## config.mk

```make
export PLATFORM = sky130hd
export DESIGN_NAME = ffd_pipe
export DESIGN_NICKNAME = d
export VERILOG_FILES = /design/src/rtl/ffd_pipe.sv
export SDC_FILE = /design/constraint.sdc
export NUM_CORES = 1
export LEC_CHECK = 0
export CAP_MARGIN = 20
export CELL_PAD_IN_SITES_DETAIL_PLACEMENT = 0
export CELL_PAD_IN_SITES_GLOBAL_PLACEMENT = 1
export CORE_AREA = 2 2 46 48
export DETAILED_ROUTE_END_ITERATION = 12
export DIE_AREA = 0 0 48 50
export PLACE_DENSITY = 0.9
export SETUP_SLACK_MARGIN = 0.15
export SLEW_MARGIN = 5
export SYNTH_ARGS = -nofsm -noshare
export SYNTH_HDL_FRONTEND = slang
export SYNTH_SLANG_ARGS = --single-unit
```

## constraint.sdc

```tcl
create_clock -name clk -period 2.3 [get_ports clk]
set_input_delay 0.46 -clock clk [delete_from_list [all_inputs] [get_ports clk]]
set_output_delay 0.46 -clock clk [all_outputs]
set_load 0.1 [all_outputs]
```

## src/rtl/ffd_pipe.sv

```systemverilog
// Stallable, flushable D flip-flop delay line with per-stage valid tracking.
// Bubbles never overwrite stage data, and the occupancy count is kept in a register.
module ffd_pipe #(
  parameter int               WIDTH     = 4,
  parameter int               DEPTH     = 3,
  parameter logic [WIDTH-1:0] RESET_VAL = '0
) (
  input  logic                       clk,
  input  logic                       reset,
  input  logic                       en,
  input  logic                       flush,
  input  logic                       in_valid,
  input  logic [WIDTH-1:0]           D,
  output logic [WIDTH-1:0]           Q,
  output logic                       out_valid,
  output logic [$clog2(DEPTH+1)-1:0] occupancy,
  output logic                       full
);

  localparam int OCC_W = $clog2(DEPTH + 1);

  logic [WIDTH-1:0] data_q [DEPTH];
  logic [DEPTH-1:0] valid_q;
  logic [OCC_W-1:0] occ_q;

  always_ff @(posedge clk or negedge reset) begin
    if (!reset) begin
      for (int i = 0; i < DEPTH; i++) data_q[i] <= RESET_VAL;
      valid_q <= '0;
      occ_q   <= '0;
    end else if (flush) begin
      // Data stays put; only the qualifiers are dropped.
      valid_q <= '0;
      occ_q   <= '0;
    end else if (en) begin
      valid_q[0] <= in_valid;
      if (in_valid) data_q[0] <= D;
      for (int i = 1; i < DEPTH; i++) begin
        valid_q[i] <= valid_q[i-1];
        if (valid_q[i-1]) data_q[i] <= data_q[i-1];
      end
      occ_q <= occ_q + OCC_W'(in_valid) - OCC_W'(valid_q[DEPTH-1]);
    end
  end

  assign Q         = data_q[DEPTH-1];
  assign out_valid = valid_q[DEPTH-1];
  assign occupancy = occ_q;
  assign full      = (occ_q == OCC_W'(DEPTH));

endmodule

```

; ---- Word-level counts from Yosys, hierarchy flattened
; Index checks and enable logic that the tools add are counted.
; W data, S select, Z words.
[totals]
register_bits = 17
latch_bits = 0
ram_bits = 0
romBits = 0
inputBits = 9
output_inout_bits = 8
word_cells = 17
n_memories = 0
[classes]
add_sub_neg = 2
mul = 0
div = 0
magnitude_cmp = 0
n_eq_ne = 1
shifts = 0
mux = 4
bitwise = 1
n_reduce_logical = 4
[op_table]
columns = operator, count
row1 = $reduce_and A3 Y1, 3
row2 = $mux W3, 2
row3 = $mux W2, 2
row4 = $add A2 B1 Y2, 1
row5 = $eq A2 B2 Y1 const B, 1
row6 = $reduce_bool A2 Y1, 1
row7 = $sub A2 B1 Y2, 1
row8 = $not A1 Y1, 1

; ---- Longest topological paths before layout
[logic_depth]
depth_word = 4
ltp_mapped = 7
mapped_depth_nobuf = 7

; ---- Least setup slack after synthesis
; OpenSTA, ideal clock, no wires.
[synth_path]
path_kind = register to output
start = register occ_q[0], in the netlist occupancy[0]
end = output port full
arrival_ns = 1.796
required_ns = 1.840
slack_ns = 0.044
stages_incl_launch_ff = 2
path_buffers = 0
path_cell_list = dfrtp_1 > and2_1
[synth_via]
elab_chain_len = 1
[synth_rtl]
columns = element, line_no
row1 = start: declaration, 24  ; logic [OCC_W-1:0] occ_q;
row2 = start signal: assignment, 42  ; occ_q <= occ_q + OCC_W'(in_valid) - OCC_W'(valid_q[DEPTH-1]);
row3 = $eq A2 B2 Y1, 49  ; assign full = (occ_q == OCC_W'(DEPTH));
row4 = end: declaration, 17  ; output logic full
; Every way passes these cells.

; ---- Worst setup path in the final report
[layout_path]
start = register occ_q[1], in the netlist occupancy[1]
end = output port full
; Same word-level chain as after synthesis.

==> impl_metrics.csv <==
group,metric,value,unit
outcome,run_status,"finished, final reports clean",
timing,worst_pin_slew,0.723,ns
synth,avgSynthCellArea,13.4,µm²
synth,synth_cell_types,14,
final_layout,nNetsFinal,84,
global_route,grt_usage,11.2,%
floorplan,io_pins,17,
worst_setup_path,cp.arrival,1.13,ns
routing,vias_per_cell,4.52,
routing,wl_met3,33,µm
routing,drt-met1-wl,511,µm
cts,cts_resized,0,
cts,ctsHtreeMaxLevel,1,
global_route,grt_max_degree,18,
synth,ys_ff_latch,17,
placement,dp_hpwl,848,µm
routing,firstDrtPassIters,3,
cts,cts_setup_buffers,0,
timing,tns,0,ns
worst_setup_path,critical_path_class,"reg -> out",
timing,maxSlewHeadroom,51.6,%
worst_setup_path,end_kind,"output pin",
placement,portBuffers,16,
cts,cts-root-buf,"clkbuf_4",
worst_setup_path,crit_path_start_kind,"flip-flop",
floorplan,dieArea,2400,µm²
synth,yosysTopAreaCell,"dfrtp_1",
placement,pre_cts_ws,0.463,ns
routing,wire_per_inst,11.1,µm
synth,yosysWarningCount,0,
placement,placed_cells,95,
timing,fin_skew,0.00109,ns
synth,synth_seq_area_share,56.8,%
min_path,hold_path.class,"reg -> reg",
final_layout,fill_cells,175,
worst_setup_path,worstPathCellList,"and2_2 > buf_4",
routing,drtIter0Drc,4,
cts,path_clk_slew,0.09,ns
global_route,grt_overflow_total,0,
power_and_ir_drop,p_total,0.000810,W
floorplan,die_w,48,µm
worst_setup_path,cp_data_required_time,1.84,ns
final_layout,n_antenna_cell,0,
timing,rsz0062_at_grt,"false",
timing,finalSetupViolations,0,
worst_setup_path,cp_top_family,"flip-flops",
final_layout,final_common_cell,"dfrtp_1",
routing,drtAntennaViolNets,0,
worst_setup_path,crit_buf_inv,1,
timing,hold_viol_final,0,
routing,route.detailed.drc,0,
floorplan,coreArea,1900,µm²
run,maxCapViolations,0,
timing,fmax,0.630,GHz
synth,synthTopCellsByArea,"dfrtp_1 (57%), mux2_2 (18%), mux2i_1 (5.3%), buf_4 (5.0%), ha_1 (3.3%)",
synth,synth.top_cell.area_share,56.8,%
worst_setup_path,path_max_fanout,4,
global_route,grt_pass1_vias,444,
cts,clock_sinks,17,
timing,setup_slack,0.714,ns
cts,cts-hold-fix-buffers,0,
routing,vias,447,
routing,drt_wl_total,1100,µm
final_layout,area_growth_syn_to_layout,22.9,%
global_route,antenna_found_initial,0,
routing,routed.top_layer,"met4",
routing,route.met2.wl,527,µm
worst_setup_path,slowest_stage,"dfrtp_1",
cts,cts_tree,"built",
power_and_ir_drop,peakVddDrop,0.396,mV
floorplan,rows,16,
synth,syn_inst,56,
power_and_ir_drop,power_density,879,nW/µm²
final_layout,layout-drive-gt1-share,37.5,%
floorplan,die_h,50,µm
timing,layout_min_cycle_time,1.59,ns
placement,gp_congestion,0.764,
power_and_ir_drop,leakage,0.458,nW
final_layout,finalNonFillerCells,99,
synth,syn_area,749,µm²
floorplan,start_util,39.4,%
worst_setup_path,critPathMaxStageDelay,0.42,ns
global_route,grt_first_pass_wirelength,1840,µm
final_layout,mostFrequentLayoutCells,"dfrtp_1 (17), mux2_2 (12), buf_4 (9)",
timing,period_share,69.0,%
cts,cts_buffers,3,
cts,clock_latency,0.29,ns
timing,finalMaxSlewViolations,0,
synth,syn_nets,67,
cts,cts.path.max_buffers,2,
## per-stage QoR
step | utilization (%) | hold slack, ns | area [µm²]
after floorplan | - | 0.164 | 751
after global placement | 47.0 | 0.486 | 895
after detailed placement | 47.0 | 0.490 | 895
after CTS | 48.4 | 0.511 | 921
after global routing | 48.4 | 0.514 | 921
final | 48.4 | 0.507 | 921
## worst paths after layout
check | start | endpoint | cells after the start | slack (ns)
setup / recovery | occupancy[1] | full | 2 | 0.71
hold reg to reg | data_q[10] | data_q[6] | 1 | 0.51
max in group asynchronous | reset | occupancy[1] | 1 | 1.25
setup reg to reg | occupancy[0] | occupancy[1] | 7 | 0.76
hold / removal | data_q[10] | data_q[6] | 1 | 0.51
min in group asynchronous | reset | Q[2] | 1 | 0.59
## area by class of cell
class / instances / area [µm²] / area share [%]
multi-input cells: 32 / 280 / 30.4
flip-flops and latches: 17 / 425 / 46.2
repair buffers: 17 / 148 / 16.0
inverters: 2 / 7.51 / 0.815
well taps: 27 / 33.8 / 3.67
clock buffers: 4 / 26.3 / 2.85
## cells in the mapped netlist (all sizes together)
master  instances
dfrtp          17
mux2           12
buf             5
nor2            5
mux2i           4
nand2           3
ha              2
inv             2
a21oi           1
a31o            1
and2            1
nand2b          1
nor2b           1
xor2            1
## flip-flops by register name, summed over array words and instances (netlist names)
name,cells
Q,4
valid_q,3
occupancy,2
data_q,8
## cell families after synthesis
logic type	share of synthesized area, %
flops	56.8
mux	23.4
simple gates	7.51
buf+inv	6.01
compound gates	1.84
fa+ha+maj	3.34
xor+xnor	1.17
## power breakdown
group,switching [W],internal (W),leakage [nW]
clock network,0.0000890,0.0000674,0.0150
registers,0.0000293,0.000358,0.218
logic,0.000179,0.0000871,0.224
total,0.000297,0.000512,0.458
## layer usage
metal / GRT usage, % / up-vias
met5: 0 / -
met4: 8.11 / 0
met3: 3.30 / 3
met2: 16.7 / 11
met1: 13.1 / 217
li1: - / 216
Note: power is estimated with default switching activity, not from simulation.
